`src/rtl/i2c_pkg2202.sv`:
```
// Shared definitions for the i2c_target2202 responder: FSM state encoding,
// R/W bit meanings and the address-match rule.
package i2c_pkg2202;

  typedef enum logic [2:0] {
    IDLE = 3'd0,
    ADDR = 3'd1,
    AACK = 3'd2,
    WRX  = 3'd3,
    WACK = 3'd4,
    TXB  = 3'd5,
    RACK = 3'd6,
    IGNR = 3'd7
  } state_t;

  localparam logic RW_WRITE = 1'b0;
  localparam logic RW_READ  = 1'b1;

  // The general-call address is never claimed, even if own address is 0.
  function automatic logic addr_match(input logic [6:0] addr, input logic [6:0] own);
    return (addr == own) && (addr != 7'h00);
  endfunction

endpackage

```
`src/rtl/i2c_sync_edge2202.sv`:
```
// SCL/SDA synchroniser with bus event detection (edges, START, STOP).
// Optional 3-sample majority filter when I2C_TGT_GLITCH_FILTER_EN is defined.
module i2c_sync_edge2202 #(
  parameter int SYNC_STAGES = 2
) (
  input  logic clk,
  input  logic srst,
  input  logic i_scl,
  input  logic i_sda,
  output logic sda_s,
  output logic scl_rise,
  output logic scl_fall,
  output logic start_det,
  output logic stop_det
);

  localparam int MSB = SYNC_STAGES - 1;

  logic [MSB:0] scl_sync_q, scl_sync_d, sda_sync_q, sda_sync_d;
  logic         scl_f, sda_f;
  logic         scl_d1_q, scl_d1_d, sda_d1_q, sda_d1_d;
  logic         rise_q, rise_d, fall_q, fall_d, start_q, start_d, stop_q, stop_d;

  always_comb begin
    scl_sync_d = {scl_sync_q[MSB-1:0], i_scl};
    sda_sync_d = {sda_sync_q[MSB-1:0], i_sda};
  end

  always_ff @(posedge clk) begin
    if (srst) begin
      scl_sync_q <= '1;
      sda_sync_q <= '1;
    end else begin
      scl_sync_q <= scl_sync_d;
      sda_sync_q <= sda_sync_d;
    end
  end

`ifdef I2C_TGT_GLITCH_FILTER_EN
  logic [1:0] scl_hist_q, scl_hist_d, sda_hist_q, sda_hist_d;
  logic       scl_filt_q, scl_filt_d, sda_filt_q, sda_filt_d;

  function automatic logic maj3(input logic a, input logic b, input logic c);
    return (a & b) | (a & c) | (b & c);
  endfunction

  always_comb begin
    scl_hist_d = {scl_hist_q[0], scl_sync_q[MSB]};
    sda_hist_d = {sda_hist_q[0], sda_sync_q[MSB]};
    scl_filt_d = maj3(scl_sync_q[MSB], scl_hist_q[0], scl_hist_q[1]);
    sda_filt_d = maj3(sda_sync_q[MSB], sda_hist_q[0], sda_hist_q[1]);
  end

  always_ff @(posedge clk) begin
    if (srst) begin
      scl_hist_q <= 2'b11;
      sda_hist_q <= 2'b11;
      scl_filt_q <= 1'b1;
      sda_filt_q <= 1'b1;
    end else begin
      scl_hist_q <= scl_hist_d;
      sda_hist_q <= sda_hist_d;
      scl_filt_q <= scl_filt_d;
      sda_filt_q <= sda_filt_d;
    end
  end

  assign scl_f = scl_filt_q;
  assign sda_f = sda_filt_q;
`else
  assign scl_f = scl_sync_q[MSB];
  assign sda_f = sda_sync_q[MSB];
`endif

  // Events are registered so they line up with the delayed copies exported as sda_s.
  always_comb begin
    scl_d1_d = scl_f;
    sda_d1_d = sda_f;
    rise_d   = scl_f & ~scl_d1_q;
    fall_d   = ~scl_f & scl_d1_q;
    start_d  = scl_f & scl_d1_q & ~sda_f & sda_d1_q;
    stop_d   = scl_f & scl_d1_q & sda_f & ~sda_d1_q;
  end

  always_ff @(posedge clk) begin
    if (srst) begin
      scl_d1_q <= 1'b1;
      sda_d1_q <= 1'b1;
      rise_q   <= 1'b0;
      fall_q   <= 1'b0;
      start_q  <= 1'b0;
      stop_q   <= 1'b0;
    end else begin
      scl_d1_q <= scl_d1_d;
      sda_d1_q <= sda_d1_d;
      rise_q   <= rise_d;
      fall_q   <= fall_d;
      start_q  <= start_d;
      stop_q   <= stop_d;
    end
  end

  assign sda_s     = sda_d1_q;
  assign scl_rise  = rise_q;
  assign scl_fall  = fall_q;
  assign start_det = start_q;
  assign stop_det  = stop_q;

endmodule

```
`src/rtl/i2c_target2202.sv`:
```
// I2C target answering one fixed 7-bit address; open-drain SDA via o_sda_oe.
// Build option: I2C_TGT_GLITCH_FILTER_EN enables the input majority filter.
module i2c_target2202
  import i2c_pkg2202::*;
#(
  parameter logic [6:0] TGT_ADDR    = 7'h42,
  parameter int         SYNC_STAGES = 2
) (
  input  logic       i_cclk,
  input  logic       i_rst,
  input  logic       i_scl,
  input  logic       i_sda,
  output logic       o_sda_oe,
  output logic [7:0] o_rxdata,
  output logic       o_rx_valid,
  input  logic [7:0] i_txdata,
  output logic       o_tx_req,
  output logic       o_busy,
  output logic       o_rw
);

  logic sda_s, scl_rise, scl_fall, start_det, stop_det;

  i2c_sync_edge2202 #(.SYNC_STAGES(SYNC_STAGES)) u_sync (
    .clk      (i_cclk),
    .srst     (i_rst),
    .i_scl    (i_scl),
    .i_sda    (i_sda),
    .sda_s    (sda_s),
    .scl_rise (scl_rise),
    .scl_fall (scl_fall),
    .start_det(start_det),
    .stop_det (stop_det)
  );

  state_t     state_q, state_d;
  logic [7:0] shift_q, shift_d, rxdata_q, rxdata_d;
  logic [2:0] cnt_q, cnt_d;
  logic       done_q, done_d, sda_oe_q, sda_oe_d, rx_valid_q, rx_valid_d;
  logic       tx_req_q, tx_req_d, busy_q, busy_d, rw_q, rw_d;

  always_comb begin
    state_d    = state_q;
    shift_d    = shift_q;
    cnt_d      = cnt_q;
    done_d     = done_q;
    sda_oe_d   = sda_oe_q;
    rxdata_d   = rxdata_q;
    rx_valid_d = 1'b0;
    tx_req_d   = 1'b0;
    busy_d     = busy_q;
    rw_d       = rw_q;
    if (stop_det) begin
      state_d  = IDLE;
      sda_oe_d = 1'b0;
      busy_d   = 1'b0;
      cnt_d    = 3'd0;
      done_d   = 1'b0;
    end else if (start_det) begin
      state_d  = ADDR;
      sda_oe_d = 1'b0;
      cnt_d    = 3'd0;
      done_d   = 1'b0;
    end else begin
      case (state_q)
        ADDR: begin
          if (scl_rise && !done_q) begin
            shift_d = {shift_q[6:0], sda_s};
            cnt_d   = cnt_q + 3'd1;
            if (cnt_q == 3'd7) begin
              rw_d = sda_s;
              if (addr_match(shift_q[6:0], TGT_ADDR)) begin
                done_d = 1'b1;
              end else begin
                state_d = IGNR;
                busy_d  = 1'b0;
              end
            end
          end else if (scl_fall && done_q) begin
            done_d   = 1'b0;
            sda_oe_d = 1'b1;
            busy_d   = 1'b1;
            state_d  = AACK;
            if (rw_q == RW_READ) begin
              tx_req_d = 1'b1;
              shift_d  = i_txdata;
            end
          end
        end
        AACK: begin
          if (scl_fall) begin
            cnt_d  = 3'd0;
            done_d = 1'b0;
            if (rw_q == RW_READ) begin
              sda_oe_d = ~shift_q[7];
              state_d  = TXB;
            end else begin
              sda_oe_d = 1'b0;
              state_d  = WRX;
            end
          end
        end
        WRX: begin
          if (scl_rise && !done_q) begin
            shift_d = {shift_q[6:0], sda_s};
            cnt_d   = cnt_q + 3'd1;
            if (cnt_q == 3'd7) begin
              rxdata_d   = {shift_q[6:0], sda_s};
              rx_valid_d = 1'b1;
              done_d     = 1'b1;
            end
          end else if (scl_fall && done_q) begin
            sda_oe_d = 1'b1;
            done_d   = 1'b0;
            state_d  = WACK;
          end
        end
        WACK: begin
          if (scl_fall) begin
            sda_oe_d = 1'b0;
            state_d  = WRX;
          end
        end
        TXB: begin
          // The bit just driven ends on this fall; present the next one.
          if (scl_fall) begin
            shift_d = {shift_q[6:0], 1'b0};
            cnt_d   = cnt_q + 3'd1;
            if (cnt_q == 3'd7) begin
              sda_oe_d = 1'b0;
              done_d   = 1'b0;
              state_d  = RACK;
            end else begin
              sda_oe_d = ~shift_q[6];
            end
          end
        end
        RACK: begin
          if (scl_rise && !done_q) begin
            if (!sda_s) done_d = 1'b1;
            else        state_d = IGNR;
          end else if (scl_fall && done_q) begin
            tx_req_d = 1'b1;
            shift_d  = i_txdata;
            sda_oe_d = ~i_txdata[7];
            cnt_d    = 3'd0;
            done_d   = 1'b0;
            state_d  = TXB;
          end
        end
        default: ;
      endcase
    end
  end

  always_ff @(posedge i_cclk) begin
    if (i_rst) begin
      state_q    <= IDLE;
      shift_q    <= 8'h00;
      cnt_q      <= 3'd0;
      done_q     <= 1'b0;
      sda_oe_q   <= 1'b0;
      rxdata_q   <= 8'h00;
      rx_valid_q <= 1'b0;
      tx_req_q   <= 1'b0;
      busy_q     <= 1'b0;
      rw_q       <= 1'b0;
    end else begin
      state_q    <= state_d;
      shift_q    <= shift_d;
      cnt_q      <= cnt_d;
      done_q     <= done_d;
      sda_oe_q   <= sda_oe_d;
      rxdata_q   <= rxdata_d;
      rx_valid_q <= rx_valid_d;
      tx_req_q   <= tx_req_d;
      busy_q     <= busy_d;
      rw_q       <= rw_d;
    end
  end

  assign o_sda_oe   = sda_oe_q;
  assign o_rxdata   = rxdata_q;
  assign o_rx_valid = rx_valid_q;
  assign o_tx_req   = tx_req_q;
  assign o_busy     = busy_q;
  assign o_rw       = rw_q;

endmodule

```
`config.mk`:
```
export PLATFORM = sky130hd
export DESIGN_NAME = i2c_target2202
export DESIGN_NICKNAME = d
export VERILOG_FILES = /design/src/rtl/i2c_pkg2202.sv /design/src/rtl/i2c_sync_edge2202.sv /design/src/rtl/i2c_target2202.sv
export SDC_FILE = /design/constraint.sdc
export NUM_CORES = 1
export LEC_CHECK = 0
export CAP_MARGIN = 20
export CORE_ASPECT_RATIO = 1.5
export CORE_MARGIN = 4
export CORE_UTILIZATION = 50
export DETAILED_ROUTE_END_ITERATION = 7
export PLACE_DENSITY = 0.76
export SETUP_SLACK_MARGIN = 0.02
export SYNTH_ARGS = -nofsm -noshare
export SYNTH_HDL_FRONTEND = slang
export SYNTH_HIERARCHICAL = 1
export SYNTH_SLANG_ARGS = --single-unit
```
`constraint.sdc`:
```
create_clock -name i_cclk -period 2 [get_ports i_cclk]
set_clock_uncertainty 0.1 [all_clocks]
set_input_delay 0.3 -clock i_cclk [delete_from_list [all_inputs] [get_ports i_cclk]]
set_output_delay 0.3 -clock i_cclk [all_outputs]
set_load 0.05 [all_outputs]
```
* Word-level counts from Yosys, hierarchy flattened
Index checks and enable logic that the tools add are counted.
** Storage, ports and cells
- Bits in registers :: 38
- Output and inout bits :: 13
** Operators by class
- $add $sub $neg :: 1
- Eq/ne operators :: 42
- Multiplexer cells :: 61
- Bitwise gates (word level) :: 18
- Reduce and logical (&&, ||, !) cells :: 25
** Operators by type and width (number)
- 2-to-1 mux 3 bit :: 19
- 2-to-1 mux 8 bit :: 7
- one-hot mux 8 bit (4 select lines) :: 1
- 2-to-1 mux 1 bit :: 29
- != test 3 bit (second input constant) :: 8
- AND reduction 12 bit :: 2
- one-hot mux 3 bit (6 select lines) :: 1
- != test 2 bit (second input constant) :: 8
- != test 4 x 3 -> 1 bit (second input constant) :: 4
- AND reduction 8 bit :: 2
- AND reduction 5 bit :: 3
- nonzero test 7 bit :: 2
- equality test 3 bit (second input constant) :: 4
- != test 2 x 1 -> 1 bit (second input constant) :: 6
- != test 3 x 2 -> 1 bit (second input constant) :: 4
- one-hot mux 3 bit (4 select lines) :: 1
- NOT 1 bit :: 11
- one-hot mux 1 bit (5 select lines) :: 2
- nonzero test 5 bit :: 2
- != test 3 x 1 -> 1 bit (second input constant) :: 3
- AND reduction 9 bit :: 1
- nonzero test 4 bit :: 2
- AND 1 bit :: 7
- equality test 7 bit (second input constant) :: 1
- 13 further kinds :: 17

* Longest topological paths before layout
- Word-level depth :: 7
- Depth in mapped cells :: 8

* Cells and area by module
Netlist, hierarchy kept.
** By module, submodules not included
- i2c_target2202 :: times used 1, cells each 195, area each 1742.9 um^2, sequential area each 560.5 um^2
- i2c_sync_edge2202 :: times used 1, cells each 22, area each 300.3 um^2, sequential area each 200.2 um^2

* Worst setup path after synthesis
No wires, ideal clock.
- Path kind :: register to register
- Start :: register state_q[0]
- End :: register state_q[1]
- Setup time :: 87 ps
- Data arrival time :: 1767 ps
- Required time :: 1813 ps
- Setup slack :: 46 ps
- Stages on the path, launching flop included :: 8
- Buffers on the path :: 0
- Period minus slack after synthesis :: 1954 ps
- Cell sequence :: dfxtp_1 > inv_1 > ha_1 > and2_1 > a21oi_1 > o221ai_1 > or4_1 > o31ai_1
** On the way
- Word-level cells in the longest chain between the ends :: 3
- Elaborated cells on any way between the ends :: 20
** RTL lines
- from (decl) :: RTL line i2c_target2202.sv:36 : state_t state_q, state_d;
- from (signal assigned) :: RTL line i2c_target2202.sv:169 : state_q <= state_d;
- equality test 3 bit (tied with other cells) :: RTL line i2c_target2202.sv:65 : case (state_q)
- nonzero test 6 bit (no source line) (tied with other cells)
- AND reduction 12 bit (no source line)
Parallel ways exist; a longest one is shown, timed or not.
A chain may end at the register's enable or synchronous reset.

* Worst setup path in the final report
- Start :: register state_q[1]
- End :: register state_q[1]
The elaborated chain is that of the path after synthesis.

==> results.json <==
{
  "cts_tree": "done",
  "routed-wl-met3_um": 198,
  "postSynthCellCount": 217,
  "layout-drive-gt1-share_pct": 32.9,
  "drtPass1Iterations": 4,
  "max_stage_delay_ns": 0.52,
  "whs_path_depth": 1,
  "min_period_ns": 1.98,
  "synth-warning-count": 6,
  "critPathSlowestCell": "or4_1",
  "drt-initial-drc-count": 85,
  "numCtsBuffers": 5,
  "holdCritPathClass": "flop to flop",
  "finalCritPeriodShare_pct": 99.1,
  "synth_nets": 236,
  "power_mw": 2.92,
  "maxSlewViolCount": 0,
  "hpwl_um": 3840,
  "vias": 1911,
  "synth.area.top_cells": "dfxtp_1, mux2i_1, nor2_1",
  "io_buffers": 24,
  "layout.nets": 295,
  "r2r_end": "state_q[1]",
  "die_area_sq_mm": 0.00519,
  "setup_viol": 0,
  "synthArstFlopShare_pct": 0,
  "grt_pass1_wl_um": 9030,
  "clk_path_buf_depth": 2,
  "cts_root_buffer": "clkbuf_8",
  "diodes": 0,
  "avgSynthCellArea_sq_um": 9.42,
  "ys_types": 55,
  "path_cells": "inv_4, buf_6, ha_4, o21bai_1, o2bb2ai_2, o221ai_2, or4_1, o31ai_1",
  "synth_largest_area_cell": "dfxtp_1",
  "outcome": "finished clean",
  "clock-sinks": 38,
  "wirelength_um": 5580,
  "synthFlopType": "dfxtp_1",
  "fin_cells": 322,
  "h-tree-depth": 2,
  "grt_util_all_layers_pct": 22.8,
  "place_inst": 309,
  "clk_pin_slew_worst_paths_ns": 0.07,
  "fillers": 283,
  "wl_met2_um": 2940,
  "seq_area_sq_um": 769,
  "ioPinCount": 25,
  "ant_nets": 0,
  "wl_per_cell_um": 17.3,
  "rr_startpoint": "state_q[1]",
  "synth-seq-area-share_pct": 37.2,
  "critical_path.max_fanout": 3,
  "yosysMostFrequentCell": "dfxtp_1",
  "drc": 0,
  "dieWidth_um": 60.2,
  "via_per_inst": 5.93,
  "multi_input_area_sq_mm": 0.00137,
  "routed.top_layer": "met4",
  "worst_pin_slew_ns": 0.503,
  "worstHoldStart": "u_sync/sda_sync_q[0]",
  "grt_max_degree": 29,
  "p_leak_nw": 1.14,
  "core_sq_mm": 0.00396,
  "start_util_pct": 51.6,
  "cp-end-kind": "flop",
  "vdd_drop_max_uv": 850,
  "relSlewSlack_pct": 66.3,
  "worst_setup_path_start_kind": "flop",
  "area_growth_syn_to_layout_pct": 41.9,
  "netlist_area_sq_mm": 0.00204,
  "grt-ovfl-total": 0,
  "synth_edf_count": 0,
  "hold_viol_final": 0,
  "clk_latency_ns": 0.29,
  "gp_congestion": 0.979,
  "fin_ws_ns": 0.0173,
  "rsz0062_at_grt": "true",
  "antenna_found_initial": 0,
  "maxCapViolCount": 0,
  "ys_ff_latch": 38,
  "holdPathEnd": "u_sync/sda_sync_q[1]",
  "worst-r2r-setup-slack_ns": 0.02,
  "worst-r2r-cell-count": 8,
  "critPathArrivalTime_ns": 2.08,
  "grt_pass1_vias": 1902,
  "dpl_worst_slack_ns": -0.151,
  "synth_top_area_share_pct": 37.2,
  "m1WireLength_um": 2270,
  "fmax_mhz": 504,
  "fp.dieH_um": 86.3,
  "critical_path_class": "flop to flop",
  "synth_commonest_cells": "dfxtp_1, nor2_1, mux2i_1",
  "power_density_mw_per_mm2": 1010,
  "required_ns": 2.09,
  "num_rows": 28
}
report_power, final:
part | switching (mW) | internal (mW) | total (mW) | leakage, nW
registers | 0.0837 | 0.820 | 0.904 | 0.310
clock network | 0.268 | 0.532 | 0.800 | 0.0714
logic | 0.570 | 0.648 | 1.22 | 0.762
final cells by class:
| cell class | instances | area share [%] |
|---|---|---|
| timing repair buffer | 62 | 18.7 |
| tap | 45 | 1.94 |
| clock buffer | 6 | 2.85 |
| clock inverter | 2 | 2.07 |
| inverter | 4 | 0.690 |
| multi-input combinational | 165 | 47.2 |
| sequential | 38 | 26.5 |
state kept, by name, indices dropped and copies added (netlist names):
register	count
state_q	3
u_sync/scl_d1_q	1
u_sync/scl_fall	1
o_rx_valid	1
o_tx_req	1
u_sync/scl_rise	1
shift_q	8
cnt_q	3
u_sync/sda_s	1
u_sync/start_det	1
o_sda_oe	1
o_rxdata	8
o_busy	1
o_rw	1
done_q	1
u_sync/stop_det	1
u_sync/scl_sync_q	2
u_sync/sda_sync_q	2
cells in the final DEF, fill, tap and decap left out, types with 4 or more instances in the layout:
cell,n
clkdlybuf4s50_1,23
nand2_1,6
a21oi_1,8
nor3_1,6
o21ai_0,7
a32o_1,8
mux2i_1,20
dfxtp_1,35
clkbuf_8,6
ha_4,4
nor2_1,29
nor3b_2,4
buf_6,5
buf_4,34
nand3b_1,4
or2_1,4
nand2b_1,6
through the flow:
step / setup TNS [ns] / utilization, % / hold slack (ns) / area, sq um
6_report: 0 / 73.3 / 0.309 / 2900
5_1_grt: -0.0239 / 73.3 / 0.336 / 2900
4_1_cts: 0 / 68.8 / 0.309 / 2720
3_5_place_dp: -1.24 / 63.8 / 0.291 / 2530
3_3_place_gp: -0.0586 / 63.8 / 0.288 / 2530
2_1_floorplan: 0 / - / 0.276 / 2040
worst max path at each step:
stage | slack (ns) | start | endpoint
after floorplan | 0.05 | state_q[0] | state_q[1]
after global placement | -0.02 | state_q[1] | cnt_q[0]
after detailed placement | -0.15 | state_q[1] | shift_q[1]
after CTS | 0.03 | state_q[0] | state_q[1]
after global routing | -0.02 | state_q[1] | state_q[1]
final | 0.02 | state_q[1] | state_q[1]
layer usage:
metal	global-route usage (%)	vias to the layer above
met5	0	-
met4	10.1	0
met3	3.73	16
met2	38.9	68
met1	27.3	912
li1	-	915
critical path, delay by kind of cell, from the launching register on:
kind,cells,cell delay (ns)
adder cells (fa/ha/maj),1,0.27
flip-flops,1,0.39
buffers and inverters,2,0.17
AND/OR/NAND/NOR,1,0.52
AO/OA/AOI/OAI,4,0.45
logic make-up (layout without fill, tap and decap cells):
group | Yosys count | count (layout) | synth area share, %
compound gates | 51 | 51 | 20.4
fa+ha+maj | 7 | 7 | 4.29
buf+inv | 14 | 74 | 3.55
flops | 38 | 38 | 37.2
mux | 22 | 22 | 10.8
simple gates | 85 | 85 | 23.7
timing repair:
item,in CTS,in global routing
hold buffers,0,0
setup buffers,0,5
pin swaps,6,9
endpoints found under the setup margin,16,16
resized for setup,13,33
Power figures use the tool's default switching activity.
